--- src/rtl/button_debouncer_pkg.sv ---
// -----------------------------------------------------------------------------
// button_debouncer_pkg
// Shared types and helpers for the push-button debouncer.
//   btn_state_t   : debounce FSM states
//   us_to_cycles  : converts a time in microseconds to a cycle count at a given
//                   clock frequency, floored at 1 cycle, in 64-bit arithmetic
// -----------------------------------------------------------------------------
package button_debouncer_pkg;

  typedef enum logic [1:0] {
    RELEASED     = 2'd0,
    PRESS_WAIT   = 2'd1,
    PRESSED      = 2'd2,
    RELEASE_WAIT = 2'd3
  } btn_state_t;

  // Product is formed in 64 bits so large frequencies times long intervals
  // cannot overflow; a result of 0 is promoted to 1 so counters stay valid.
  function automatic logic [63:0] us_to_cycles(input logic [31:0] freq,
                                               input logic [31:0] us);
    logic [63:0] cycles;
    cycles = ({32'd0, freq} * {32'd0, us}) / 64'd1_000_000;
    if (cycles == 64'd0) begin
      cycles = 64'd1;
    end
    return cycles;
  endfunction

endpackage

--- src/rtl/button_debouncer_sync_2ff.sv ---
// -----------------------------------------------------------------------------
// sync_2ff
// Single-bit two-flop synchronizer for asynchronous pin inputs.
// Ports:
//   i_clk  : destination clock
//   i_rst  : synchronous active-high reset, loads RESET_VAL into both flops
//   i_d    : asynchronous input
//   o_q    : synchronized output (two cycles of latency)
// Parameters:
//   RESET_VAL : value both flops take in reset
// -----------------------------------------------------------------------------
module sync_2ff #(
  parameter logic RESET_VAL = 1'b0
) (
  input  logic i_clk,
  input  logic i_rst,
  input  logic i_d,
  output logic o_q
);

  logic r_meta;
  logic r_sync;

  always_ff @(posedge i_clk) begin
    if (i_rst) begin
      r_meta <= RESET_VAL;
      r_sync <= RESET_VAL;
    end else begin
      r_meta <= i_d;
      r_sync <= r_meta;
    end
  end

  assign o_q = r_sync;

endmodule

--- src/rtl/button_debouncer.sv ---
// -----------------------------------------------------------------------------
// button_debouncer
// Turns a raw, bouncing push-button pin into a clean debounced level plus
// one-cycle press/release strobes. The pin is synchronized with sync_2ff, then
// a 4-state FSM requires D consecutive stable cycles before accepting a change.
// Ports:
//   i_clk     : clock
//   i_rst     : synchronous active-high reset
//   i_btn     : raw asynchronous pin
//   o_level   : debounced pressed level (1 = pressed)
//   o_press   : one-cycle strobe when a press is accepted
//   o_release : one-cycle strobe when a release is accepted
//   o_long    : one-cycle strobe once per press after the long-press hold time
// Parameters:
//   CLOCK_FREQ, DEBOUNCE_US, ACTIVE_LOW, LONG_PRESS_US
// Build option:
//   BUTTON_DEBOUNCER_LONG_PRESS_EN : when defined, enables the long-press
//   counter and o_long; otherwise o_long is tied to 0.
// -----------------------------------------------------------------------------
module button_debouncer
  import button_debouncer_pkg::*;
#(
  parameter logic [31:0] CLOCK_FREQ    = 32'd1_000_000,
  parameter logic [31:0] DEBOUNCE_US   = 32'd10_000,
  parameter logic        ACTIVE_LOW    = 1'b0,
  parameter logic [31:0] LONG_PRESS_US = 32'd1_000_000
) (
  input  logic i_clk,
  input  logic i_rst,
  input  logic i_btn,
  output logic o_level,
  output logic o_press,
  output logic o_release,
  output logic o_long
);

  localparam logic [63:0] D64    = us_to_cycles(CLOCK_FREQ, DEBOUNCE_US);
  localparam int          CW     = $clog2(D64 + 64'd1);
  localparam logic [CW-1:0] D_LAST = CW'(D64 - 64'd1);

  // Normalize polarity before synchronizing so everything downstream treats
  // 1 as pressed.
  logic w_raw;
  logic w_s;
  assign w_raw = i_btn ^ ACTIVE_LOW;

  sync_2ff #(
    .RESET_VAL (1'b0)
  ) u_sync (
    .i_clk (i_clk),
    .i_rst (i_rst),
    .i_d   (w_raw),
    .o_q   (w_s)
  );

  btn_state_t    r_state;
  btn_state_t    w_state_next;
  logic [CW-1:0] r_cnt;
  logic [CW-1:0] w_cnt_next;
  logic          r_level;
  logic          w_level_next;
  logic          r_press;
  logic          w_press_next;
  logic          r_release;
  logic          w_release_next;

  always_ff @(posedge i_clk) begin
    if (i_rst) begin
      r_state   <= RELEASED;
      r_cnt     <= '0;
      r_level   <= 1'b0;
      r_press   <= 1'b0;
      r_release <= 1'b0;
    end else begin
      r_state   <= w_state_next;
      r_cnt     <= w_cnt_next;
      r_level   <= w_level_next;
      r_press   <= w_press_next;
      r_release <= w_release_next;
    end
  end

  // The first cycle with the new value moves into a WAIT state with cnt=0;
  // the WAIT state then needs D more matching cycles (cnt 0..D-1) to commit.
  always_comb begin
    w_state_next   = r_state;
    w_cnt_next     = r_cnt;
    w_level_next   = r_level;
    w_press_next   = 1'b0;
    w_release_next = 1'b0;
    case (r_state)
      RELEASED: begin
        if (w_s) begin
          w_state_next = PRESS_WAIT;
          w_cnt_next   = '0;
        end
      end
      PRESS_WAIT: begin
        if (!w_s) begin
          w_state_next = RELEASED;
        end else if (r_cnt == D_LAST) begin
          w_state_next = PRESSED;
          w_press_next = 1'b1;
          w_level_next = 1'b1;
        end else begin
          w_cnt_next = r_cnt + CW'(1);
        end
      end
      PRESSED: begin
        if (!w_s) begin
          w_state_next = RELEASE_WAIT;
          w_cnt_next   = '0;
        end
      end
      RELEASE_WAIT: begin
        if (w_s) begin
          w_state_next = PRESSED;
        end else if (r_cnt == D_LAST) begin
          w_state_next   = RELEASED;
          w_release_next = 1'b1;
          w_level_next   = 1'b0;
        end else begin
          w_cnt_next = r_cnt + CW'(1);
        end
      end
      default: begin
        w_state_next = RELEASED;
        w_cnt_next   = '0;
      end
    endcase
  end

  assign o_level   = r_level;
  assign o_press   = r_press;
  assign o_release = r_release;

`ifdef BUTTON_DEBOUNCER_LONG_PRESS_EN
  localparam logic [63:0] L64    = us_to_cycles(CLOCK_FREQ, LONG_PRESS_US);
  localparam int          LW     = $clog2(L64 + 64'd1);
  localparam logic [LW-1:0] L_LAST = LW'(L64 - 64'd1);
  localparam logic [LW-1:0] L_MAX  = LW'(L64);

  logic [LW-1:0] r_lcnt;
  logic [LW-1:0] w_lcnt_next;
  logic          r_long;
  logic          w_long_next;

  always_ff @(posedge i_clk) begin
    if (i_rst) begin
      r_lcnt <= '0;
      r_long <= 1'b0;
    end else begin
      r_lcnt <= w_lcnt_next;
      r_long <= w_long_next;
    end
  end

  // lcnt climbs to L and stays there; the strobe fires only on the single
  // step from L-1 to L, which makes it once-per-press. A silent return from
  // RELEASE_WAIT to PRESSED is the same press, so it does not clear lcnt.
  always_comb begin
    w_lcnt_next = r_lcnt;
    w_long_next = 1'b0;
    if (w_press_next) begin
      w_lcnt_next = '0;
    end else if (((r_state == PRESSED) || (r_state == RELEASE_WAIT)) &&
                 (r_lcnt != L_MAX)) begin
      w_lcnt_next = r_lcnt + LW'(1);
      if (r_lcnt == L_LAST) begin
        w_long_next = 1'b1;
      end
    end
  end

  assign o_long = r_long;
`else
  // Long-press hold time is only meaningful with the feature built in.
  logic w_unused_long_cfg;
  assign w_unused_long_cfg = ^LONG_PRESS_US;
  assign o_long = 1'b0;
`endif

endmodule
--- config.mk ---
export PLATFORM = sky130hd
export DESIGN_NAME = button_debouncer
export DESIGN_NICKNAME = d
export VERILOG_FILES = /design/src/rtl/button_debouncer_pkg.sv /design/src/rtl/button_debouncer_sync_2ff.sv /design/src/rtl/button_debouncer.sv
export SDC_FILE = /design/constraint.sdc
export NUM_CORES = 1
export LEC_CHECK = 0
export CORE_AREA = 2 2 50 64
export DETAILED_ROUTE_END_ITERATION = 12
export DIE_AREA = 0 0 52 66
export SETUP_SLACK_MARGIN = 0.02
export SYNTH_ARGS = -nofsm -noshare
export SYNTH_HDL_FRONTEND = slang
export SYNTH_SLANG_ARGS = --single-unit
--- constraint.sdc ---
create_clock -name i_clk -period 4.45 [get_ports i_clk]
set_input_delay 0.6675 -clock i_clk [delete_from_list [all_inputs] [get_ports i_clk]]
set_output_delay 0.6675 -clock i_clk [all_outputs]
set_load 0.1 [all_outputs]
### Yosys cells after proc, flatten, opt, wreduce, memory -nomap -nowiden

Index checks and enable logic that the tools add are counted.

* equality and inequality tests: 12
* bitwise operators: 3
* muxes and demuxes: 19
* add/sub/neg operators: 1
* reductions and logical operators: 7

Operators with widths (number)
* $mux 14: 5
* $pmux 14 s4: 1
* $add 14x1->14 const B: 1
* $eq 14x14->1 const B: 1
* $mux 2: 6
* $ne 2x2->1 const B: 4
* $pmux 2 s4: 1
* $reduce_and 4->1: 2
* $reduce_or 3->1: 2
* $mux 1: 5
* $reduce_and 5->1: 1
* $eq 2x2->1 const B: 2
* $ne 2x1->1 const B: 2
* $ne 3x2->1 const B: 1
* $ne 3x3->1 const B: 1
* $not 1->1: 3
* $eq 2x1->1 const B: 1
* $logic_not 2->1: 1
* $pmux 1 s2: 1
* $reduce_bool 2->1: 1

* output and inout port bits: 4
* logic and storage cells: 49
* flip-flop bits (word level): 21
* input port bits: 3

### Logic depth before layout (Yosys ltp)

Gate-level depths: netlist (run 1).

* word-level depth: 4
* mapped depth: 6
* gate-level depth less buffers: 5

### Hierarchy

From an unflattened synthesis (run 1), not the netlist that was laid out.

* cell total of the unflattened synthesis: 134
* area total of the unflattened synthesis: 1111.1 sq um

By module, submodules not included
* button_debouncer: cells an instance 130, times used 1, sequential area each 380.4 sq um, area an instance 1058.5 sq um
* sync_2ff: cells an instance 4, times used 1, sequential area each 40.0 sq um, area an instance 52.6 sq um

### Least setup slack after synthesis (run 1)

OpenSTA, ideal clock, no wires.

* kind: flip-flop to output port
* start: register r_level, in the netlist o_level
* end: output o_level
* data required time: 3.783 ns
* stages on the path, launching flop included: 1
* buffers on the path: 0
* setup slack: 2.843 ns
* arrival: 0.940 ns
* cell sequence: dfxtp_1

RTL lines
* start: declaration: line button_debouncer.sv:60 `logic r_level;`
* start signal: assignment: line button_debouncer.sv:77 `r_level <= w_level_next;`
* end: declaration: line button_debouncer.sv:31 `output logic o_level,`

No word-level cell between the ends.

### Worst setup path after layout (run 1)

* start: register r_level, in the netlist o_level
* end: output o_level

No word-level cell between the ends.

==> run summary, run 1 <==
Die X-Extent -> 52 microns
Finished Layout Cells -> 164
Via-to-Cell Ratio -> 5.74
Yosys warns -> 0
CTS Sinks -> 21
Gpl congestion -> 0.842
H-tree depth -> 1
Largest net degree at the start of global routing -> 17
Simple-gate portion of the synthesized area -> 26.1%
Worst-margin pin slew -> 970 ps
Main combinational cell family by area after synthesis -> simple AND/OR/NAND/NOR gates
Post-synthesis mux area share -> 2.76%
PwrDens -> 272 nW/um^2
Initial drt markers -> 33
Clock tree buffer depth -> 2
Gr usage total -> 15.8%
CTS tree -> done
Worst R2R Setup Slack -> 2580 ps
Sequential fraction of the synthesis area -> 38.6%
Clk_skew -> 9.59 ps
CP Buf/Inv Count -> 1
Final Hold Fails -> 0
Max-cap violations -> 0
Final Setup Violations -> 0
Worst min path class -> flop to flop
WL per Instance -> 14.0 microns
Worst vdd ir -> 232 uV
Die Footprint -> 3430 sq um
Share of flip-flops with an asynchronous set or reset -> 0%
Largest cells by area after synthesis -> dfxtp_1 39%, a31oi_1 6.3%, nand3_1 3.7%
Nets -> 133
Startpoint Class -> flop
Global-route wire length before repair -> 4040 microns
# fillers -> 296
Dominant cell type by area after synthesis -> dfxtp_1
Antenna viol nets, final -> 0
Synth Area in Compound Gates -> 21.4%
Finished Cell Area -> 1180 sq um
P&R area growth vs syn -> 8.04%
Setup TNS -> 0 ps
CP arrival -> 1820 ps
Mapped Cells -> 124
Clock transition at path regs -> 110 ps
Final worst path period need -> 2490 ps
CTS Hold Buffers Added -> 0
Main synth FF type -> dfxtp_1
Core box area -> 2840 sq um
Layout cells sized above 1 -> 6.25%
CTS Root Cell -> clkbuf_4
DRC Markers -> 0
Crit share post-route -> 55.9%
Num rows -> 22
Placed cell area -> 1150 sq um
CP Capture Type -> output port
Drt total wl -> 2300 microns
Status -> completed
Tot Pwr -> 0.000320 W
Max Clk Rate -> 0.402 GHz
Mapped cell area -> 1090 sq um
CP max stage delay -> 1140 ps
Synth Area in XOR/XNOR -> 3.10%
Crit path max fanout -> 3
Detailed-route via count -> 941
Clk_lat worst skew -> 310 ps
Post-DP HPWL -> 1670 microns
Starting Density -> 38.4%
First-pass DRT Iterations -> 5
LEAKAGE -> 0.334 nW
Vias in the first global route -> 900
CP delay by family, top -> buffers and inverters
Fin. max-slew vios -> 0
Initial antenna violation count -> 0
ANT cells -> 0
Resized Gates After CTS -> 0
Worst path slowest cell -> clkdlybuf4s50_1
Yosys cell types -> 41
Setup CP Type -> flop to output port
RSZ-0062 raised after global routing -> false
Critical Path RT -> 3780 ps
Port bufs -> 5
Setup bufs post-CTS -> 0
Total grt overflow -> 0
Crit path cell chain -> clkdlybuf4s50_1
#FFs+latches synth -> 21
Vert. Die Dim -> 66 microns
Post-synth EDFFs -> 0
Syn avg cell area -> 8.79 sq um
Clock buffer count from CTS -> 3
Top Ports -> 7
Total placed cells including tap cells -> 160
Adder-Cell Fraction of Synth Area -> 1.15%
Headroom to the max-slew limit -> 35.1%
Share of the synthesized area in the top cell type -> 38.6%
Syn_nets -> 128
==> final timing paths <==
| kind | start | end | cells past startpoint |
|---|---|---|---|
| hold reg to reg | u_sync.r_meta$_SDFF_PP0_ | u_sync.o_q$_SDFF_PP0_ | 1 |
| setup reg to reg | r_cnt[0]$_SDFFE_PP0P_ | r_cnt[5]$_SDFFE_PP0P_ | 5 |
| hold / removal | u_sync.r_meta$_SDFF_PP0_ | u_sync.o_q$_SDFF_PP0_ | 1 |
| setup / recovery | o_level$_SDFFE_PP0P_ | o_level | 1 |
==> power breakdown <==
part	leakage (nW)	internal, W	switching (W)
Combinational	0.146	0.00000858	0.0000248
Sequential	0.170	0.000191	0.00000245
Clock	0.0177	0.0000335	0.0000599
Total	0.334	0.000233	0.0000871
==> area by class of cell <==
class / instances / area, sq um / area share [%]
timing repair buffer: 5 / 50.0 / 4.25
inverter: 10 / 37.5 / 3.19
multi-input combinational: 88 / 597 / 50.7
clock inverter: 1 / 5.00 / 0.425
clock buffer: 3 / 22.5 / 1.91
sequential: 21 / 420 / 35.7
tap: 36 / 45.0 / 3.83
==> layout by cell type (no fill, tap or decap), types with 2 or more instances in the layout <==
cell / Yosys / routed
a31oi_1: 11 / 11
o21ai_0: 5 / 5
inv_1: 9 / 9
nor2_1: 4 / 4
o211ai_1: 4 / 4
nand3_1: 8 / 8
and4_1: 2 / 2
nor4_1: 2 / 2
nand2_1: 8 / 8
nand3b_1: 4 / 4
nor3_1: 7 / 7
dfxtp_1: 21 / 21
xnor2_1: 2 / 2
mux2i_1: 3 / 3
o22ai_1: 2 / 2
nor2b_1: 4 / 4
clkbuf_4: 0 / 3
nand4_1: 3 / 3
clkdlybuf4s50_1: 0 / 5
==> state kept, by name, summed over array words and instances (netlist names), named ones only <==
| name | count |
|---|---|
| o_level | 1 |
| o_press | 1 |
| o_release | 1 |
| r_cnt | 14 |
| r_state | 1 |
| u_sync.o_q | 1 |
| u_sync.r_meta | 1 |
==> layer usage <==
metal | wire (microns) | GRT usage (%)
met2 | 1120 | 26.4
met4 | 59 | 8.88
met3 | 41 | 2.71
met1 | 1080 | 18.6
met5 | 0 | 0
==> cells in the mapped netlist, types with 2 or more instances <==
cell      count
inv_1         9
nand4_1       3
mux2i_1       3
o21ai_0       5
nor4_1        2
nor2_1        4
nor3_1        7
nand2_1       8
and4_1        2
nand3_1       8
nor2b_1       4
a31oi_1      11
dfxtp_1      21
nand3b_1      4
o211ai_1      4
o22ai_1       2
xnor2_1       2
buf_4         2
==> stage by stage <==
stage / worst slack, ps / hold WS (ps) / utilization, %
after global routing: 1910 / 483 / 41.5
final: 1960 / 464 / 41.5
after CTS: 1950 / 468 / 41.5
after detailed placement: 1860 / 442 / 40.6
after floorplan: 2840 / 414 / -
after global placement: 1960 / 433 / 40.6
==> cells by family (layout without fill, tap and decap cells) <==
logic type / Yosys count / after routing
mux: 3 / 3
other cells: 1 / 1
compound gates: 31 / 31
fa+ha+maj: 1 / 1
flops: 21 / 21
xor+xnor: 3 / 3
buf+inv: 15 / 19
simple gates: 49 / 49
Note: power is estimated with default switching activity, not from simulation.
==> run 2, diff against run 1 <==
==> constraint.sdc (replaced) <==
create_clock -name i_clk -period 2.5 [get_ports i_clk]
set_input_delay 0.375 -clock i_clk [delete_from_list [all_inputs] [get_ports i_clk]]
set_output_delay 0.375 -clock i_clk [all_outputs]
set_load 0.1 [all_outputs]
==> run 2 against run 1 <==
Clock skew up 1.8 ps. Sequential cell count stayed put. Utilization unchanged. First-iteration DRC count fell by 76%.
==> run summary, run 2 (same netlist as run 1, synthesis figures left out) <==
Max-cap violations -> 0 (unchanged)
# fillers -> 301 (was 296)
Post-DP HPWL -> 1720 microns (was 1670 microns)
PwrDens -> 482 nW/um^2 (was 272 nW/um^2)
Max reg flops -> 14 (unchanged)
Crit share post-route -> 73.2%
Antenna viol nets, final -> 0 (unchanged)
CP Capture Type -> flop (was output port)
Worst min path class -> flop to flop (unchanged)
CTS Root Cell -> clkbuf_4 (unchanged)
Multi-input gate area -> 597 sq um (unchanged)
Via-to-Cell Ratio -> 5.62 (was 5.74)
CP max stage delay -> 420 ps (was 1140 ps)
Clock buffer count from CTS -> 3 (unchanged)
Largest net degree at the start of global routing -> 17 (unchanged)
Final Hold Fails -> 0 (unchanged)
Setup bufs post-CTS -> 0 (unchanged)
Worst R2R Setup Slack -> 670 ps (was 2580 ps)
Most frequent cells in the layout -> 21 x dfxtp_1, 11 x a31oi_1, 9 x inv_1, 8 x nand2_1, 8 x nand3_1 (unchanged)
FF/Latch Area -> 420 sq um (unchanged)
Post-layout util -> 41.5% (unchanged)
Initial drt markers -> 8 (was 33)
Global-route wire length before repair -> 4100 microns (was 4040 microns)
DRC Markers -> 0 (unchanged)
Drt total wl -> 2330 microns (was 2300 microns)
Max Clk Rate -> 0.547 GHz
Resized Gates After CTS -> 0 (unchanged)
CTS Sinks -> 21 (unchanged)
Fin. max-slew vios -> 0 (unchanged)
Gr usage total -> 16.0% (was 15.8%)
Reg2Reg Depth -> 5 (unchanged)
Die X-Extent -> 52 microns (unchanged)
Worst setup margin -> 671 ps (was 1960 ps)
Crit path max fanout -> 16 (was 3)
Largest Register -> r_cnt (unchanged)
Worst path slowest cell -> a41oi_4 (was clkdlybuf4s50_1)
Gpl congestion -> 0.827 (was 0.842)
Clock tree buffer depth -> 2 (unchanged)
Setup CP Type -> flop to flop (was flop to output port)
Hold Crit Depth -> 1 (unchanged)
DP Worst Slack -> 641 ps (was 1860 ps)
Startpoint Class -> flop (unchanged)
H-tree depth -> 1 (unchanged)
ANT cells -> 0 (unchanged)
Top Ports -> 7 (unchanged)
Final worst path period need -> 1830 ps
Total grt overflow -> 0 (unchanged)
Headroom to the max-slew limit -> 58.7% (was 35.1%)
Worst-margin pin slew -> 616 ps (was 970 ps)
Vert. Die Dim -> 66 microns (unchanged)
Critical Path RT -> 2740 ps (was 3780 ps)
Worst vdd ir -> 285 uV (was 232 uV)
Commonest non-fill, non-tap cell in the layout -> dfxtp_1 (unchanged)
Final Setup Violations -> 0 (unchanged)
Clock transition at path regs -> 130 ps (was 110 ps)
Crit path cell chain -> ha_1, and3_1, a41oi_4, nand2_1, o211ai_1 (was clkdlybuf4s50_1)
LEAKAGE -> 0.345 nW (was 0.334 nW)
Starting Density -> 38.4% (unchanged)
CTS tree -> done (unchanged)
Clk_lat worst skew -> 310 ps (about the same)
Worst Setup SP -> r_cnt[0]$_SDFFE_PP0P_ (was o_level$_SDFFE_PP0P_)
HP Start -> u_sync.r_meta$_SDFF_PP0_ (unchanged)
Layout cells sized above 1 -> 9.30% (was 6.25%)
P&R area growth vs syn -> 8.04% (unchanged)
Hold EP -> u_sync.o_q$_SDFF_PP0_ (unchanged)
Port bufs -> 5 (unchanged)
Setup TNS -> 0 ps (unchanged)
RSZ-0062 raised after global routing -> false (unchanged)
Core box area -> 2840 sq um (unchanged)
Final hold slack -> 466 ps (was 464 ps)
CTS Hold Buffers Added -> 0 (unchanged)
Die Footprint -> 3430 sq um (unchanged)
CP arrival -> 2070 ps (was 1820 ps)
End of the worst register-to-register path -> r_cnt[12]$_SDFFE_PP0P_ (was r_cnt[5]$_SDFFE_PP0P_)
Nets -> 134 (was 133)
Status -> completed (unchanged)
Detailed-route via count -> 928 (was 941)
Initial antenna violation count -> 0 (unchanged)
Clk_skew -> 11.4 ps (was 9.59 ps)
First-pass DRT Iterations -> 4 (was 5)
Num rows -> 22 (unchanged)
Worst R2R Start -> r_cnt[0]$_SDFFE_PP0P_ (unchanged)
Vias in the first global route -> 942 (was 900)
WL per Instance -> 14.1 microns (was 14.0 microns)
run 2: cell count changes in the layout (fill, tap and decap cells not counted), sizes merged:
cell	before	now
buf	0	4
clkdlybuf4s50	5	2
run 2: cell type report:
type	count	area share [%]
clock buffers	3	1.91
well taps	36	3.83
flip-flops and latches	21	35.7
repair buffers	6	4.25
inverters	10	3.19
multi-input cells	88	50.7
clock inverters	1	0.425
run 2: worst max-delay path, delay by kind of cell (launching register included):
family,cells,cell delay [ps]
adders and majority gates,1,250
DFF,1,380
AOI/OAI and AO/OA,2,620
and+or+nand+nor,2,500
run 2: worst max path at each step:
stage          depth (start not counted)                endpoint
6_report                               5  r_cnt[12]$_SDFFE_PP0P_
5_1_grt                                5  r_cnt[12]$_SDFFE_PP0P_
4_1_cts                                5  r_cnt[11]$_SDFFE_PP0P_
3_5_place_dp                           4  r_cnt[11]$_SDFFE_PP0P_
3_3_place_gp                           4   r_cnt[5]$_SDFFE_PP0P_
2_1_floorplan                          6   r_cnt[5]$_SDFFE_PP0P_
run 2: through the flow:
stage	instance area [sq um]	instances	power, W
after floorplan	1090	124	0.000400
after global placement	1150	161	0.000409
after detailed placement	1150	161	0.000410
after CTS	1180	165	0.000576
after global routing	1180	165	0.000593
final	1180	165	0.000567
run 2: report_power, final:
part	internal [W]	switching (W)
clock	0.0000597	0.000105
combinational	0.0000147	0.0000440
sequential	0.000339	0.00000426
total	0.000414	0.000154
run 2: per-layer routing:
| metal | global-route usage (%) | vias to the layer above | share of wire, % |
|---|---|---|---|
| li1 | - | 472 | - |
| met1 | 17.2 | 440 | 44 |
| met2 | 28.2 | 12 | 52 |
| met3 | 3.39 | 4 | 3.0 |
| met4 | 9.21 | 0 | 1.5 |
| met5 | 0 | - | 0 |
==> run 3, diff against run 2 <==
==> constraint.sdc (replaced) <==
create_clock -name i_clk -period 1.67 [get_ports i_clk]
set_input_delay 0.2505 -clock i_clk [delete_from_list [all_inputs] [get_ports i_clk]]
set_output_delay 0.2505 -clock i_clk [all_outputs]
set_load 0.1 [all_outputs]
==> run 3 against run 2 <==
Clock skew hardly changed. Non-clock buffer count is 13 higher. Sequential share of layout area shrank 4.6 points. Clock power up 56%. Worst setup slack got worse by 580 ps. Fmax grew 16%. Register-to-register slack worse by 580 ps. Critical endpoint is now r_cnt[11]$_SDFFE_PP0P_. Largest power group unchanged. Highest routed layer unchanged.
==> run summary, run 3 (same netlist as run 1, synthesis figures left out) <==
Finished Cell Area -> 1350 sq um (was 1180 sq um)
Worst vdd ir -> 440 uV (was 285 uV)
Worst min path class -> flop to flop (unchanged)
# fillers -> 277 (was 301)
Vert. Die Dim -> 66 microns (unchanged)
Vias in the first global route -> 993 (was 942)
Setup CP Type -> flop to flop (unchanged)
Initial antenna violation count -> 0 (unchanged)
Clk_skew -> 11.5 ps (was 11.4 ps)
Initial drt markers -> 50 (was 8)
DP Worst Slack -> 43.2 ps (was 641 ps)
Clock buffer count from CTS -> 3 (unchanged)
Final Setup Violations -> 0 (unchanged)
Fin. max-slew vios -> 0 (unchanged)
Via-to-Cell Ratio -> 5.73 (was 5.62)
ANT cells -> 0 (unchanged)
Die Footprint -> 3430 sq um (unchanged)
Reg2Reg Depth -> 6 (was 5)
Final Hold Fails -> 0 (unchanged)
Layout cells sized above 1 -> 21.7% (was 9.30%)
CTS Hold Buffers Added -> 0 (unchanged)
H-tree depth -> 1 (unchanged)
Worst Setup SP -> r_cnt[1]$_SDFFE_PP0P_ (was r_cnt[0]$_SDFFE_PP0P_)
End of the worst register-to-register path -> r_cnt[11]$_SDFFE_PP0P_ (was r_cnt[12]$_SDFFE_PP0P_)
Post-layout util -> 47.7% (was 41.5%)
Die X-Extent -> 52 microns (unchanged)
P&R area growth vs syn -> 24.0% (was 8.04%)
Status -> completed (unchanged)
Top Ports -> 7 (unchanged)
CP arrival -> 1820 ps (was 2070 ps)
Max-cap violations -> 0 (unchanged)
Clock tree buffer depth -> 2 (unchanged)
Startpoint Class -> flop (unchanged)
WL per Instance -> 14.8 microns (was 14.1 microns)
Gr usage total -> 17.0% (was 16.0%)
Max Clk Rate -> 0.632 GHz (was 0.547 GHz)
Worst R2R Start -> r_cnt[1]$_SDFFE_PP0P_ (was r_cnt[0]$_SDFFE_PP0P_)
Total grt overflow -> 0 (unchanged)
CTS tree -> done (unchanged)
PwrDens -> 656 nW/um^2 (was 482 nW/um^2)
LEAKAGE -> 0.429 nW (was 0.345 nW)
Clk_lat worst skew -> 310 ps (about the same)
Clock transition at path regs -> 130 ps (about the same)
Starting Density -> 38.4% (unchanged)
Crit share post-route -> 94.7% (was 73.2%)
CTS Sinks -> 21 (unchanged)
Port bufs -> 5 (unchanged)
Drt total wl -> 2640 microns (was 2330 microns)
RSZ-0062 raised after global routing -> true (was false)
Global-route wire length before repair -> 4420 microns (was 4100 microns)
Most frequent cells in the layout -> 21 x dfxtp_1, 14 x buf_4, 11 x a31oi_1, 9 x inv_1, 8 x nand2_1 (was 21 x dfxtp_1, 11 x a31oi_1, 9 x inv_1, 8 x nand2_1, 8 x nand3_1)
DRC Markers -> 0 (unchanged)
Final worst path period need -> 1580 ps (was 1830 ps)
Placed cell area -> 1260 sq um (was 1150 sq um)
Setup crit end -> r_cnt[11]$_SDFFE_PP0P_ (was r_cnt[12]$_SDFFE_PP0P_)
Core box area -> 2840 sq um (unchanged)
Max reg flops -> 14 (unchanged)
First-pass DRT Iterations -> 4 (unchanged)
Commonest non-fill, non-tap cell in the layout -> dfxtp_1 (unchanged)
Critical Path RT -> 1910 ps (was 2740 ps)
Largest net degree at the start of global routing -> 15 (was 17)
Detailed-route via count -> 1,026 (was 928)
Crit path max fanout -> 7 (was 16)
Post-DP HPWL -> 1840 microns (was 1720 microns)
Nets -> 148 (was 134)
Final hold slack -> 464 ps (was 466 ps)
Largest Register -> r_cnt (unchanged)
Num rows -> 22 (unchanged)
Antenna viol nets, final -> 0 (unchanged)
Gpl congestion -> 0.926 (was 0.827)
CTS Root Cell -> clkbuf_4 (unchanged)
CP Capture Type -> flop (unchanged)
Worst R2R Setup Slack -> 90 ps (was 670 ps)
Worst setup margin -> 87.8 ps (was 671 ps)
## run 3: worst min path at each step
stage | to | start | slack (ps) | cells after the start
2_1_floorplan | u_sync.r_meta$_SDFF_PP0_ | i_btn | 380 | 1
3_3_place_gp | u_sync.o_q$_SDFF_PP0_ | u_sync.r_meta$_SDFF_PP0_ | 430 | 1
3_5_place_dp | u_sync.o_q$_SDFF_PP0_ | u_sync.r_meta$_SDFF_PP0_ | 440 | 1
4_1_cts | u_sync.o_q$_SDFF_PP0_ | u_sync.r_meta$_SDFF_PP0_ | 470 | 1
5_1_grt | u_sync.r_meta$_SDFF_PP0_ | i_btn | 480 | 2
6_report | u_sync.o_q$_SDFF_PP0_ | u_sync.r_meta$_SDFF_PP0_ | 460 | 1
## run 3: repair_timing
action | CTS | global route
endpoints found under the setup margin | 3 | 16
cloned | 0 | 1
pin swaps | 0 | 3
buffers inserted | 0 | 3
gates resized for setup | 1 | 6
## run 3: through the flow
stage	cells	TNS [ps]	power, W
final	179	0	0.000886
after global routing	179	-11.1	0.000918
after CTS	175	0	0.000885
after detailed placement	171	0	0.000634
after global placement	171	0	0.000632
after floorplan	124	0	0.000599
## run 3: area by class of cell
type,instances,area (sq um),area share (%)
inverters,10,37.5,2.78
repair buffers,19,185,13.7
flip-flops and latches,21,420,31.1
clock inverters,1,5.00,0.370
clock buffers,3,22.5,1.67
well taps,36,45.0,3.33
multi-input cells,89,636,47.0
## run 3: critical path, cell delays in order (launching register included)
cell      delay, ps
dfxtp_1         370
ha_1            190
and3_2          260
a41oi_4         240
buf_4           200
nand3b_1         80
a31oi_1         170
## run 3: power breakdown
part | leakage (nW) | internal (W) | switching (W)
clock network | 0.0177 | 0.0000895 | 0.000168
logic | 0.242 | 0.0000405 | 0.0000723
registers | 0.170 | 0.000508 | 0.00000768
## run 3: per-layer routing
layer  wire length (microns)  up-vias  GRT usage (%)
met3                     112       11           2.49
met4                     113        0           9.87
li1                        -      503              -
met1                    1170      477           21.7
met5                       0        -              0
met2                    1250       35           26.7
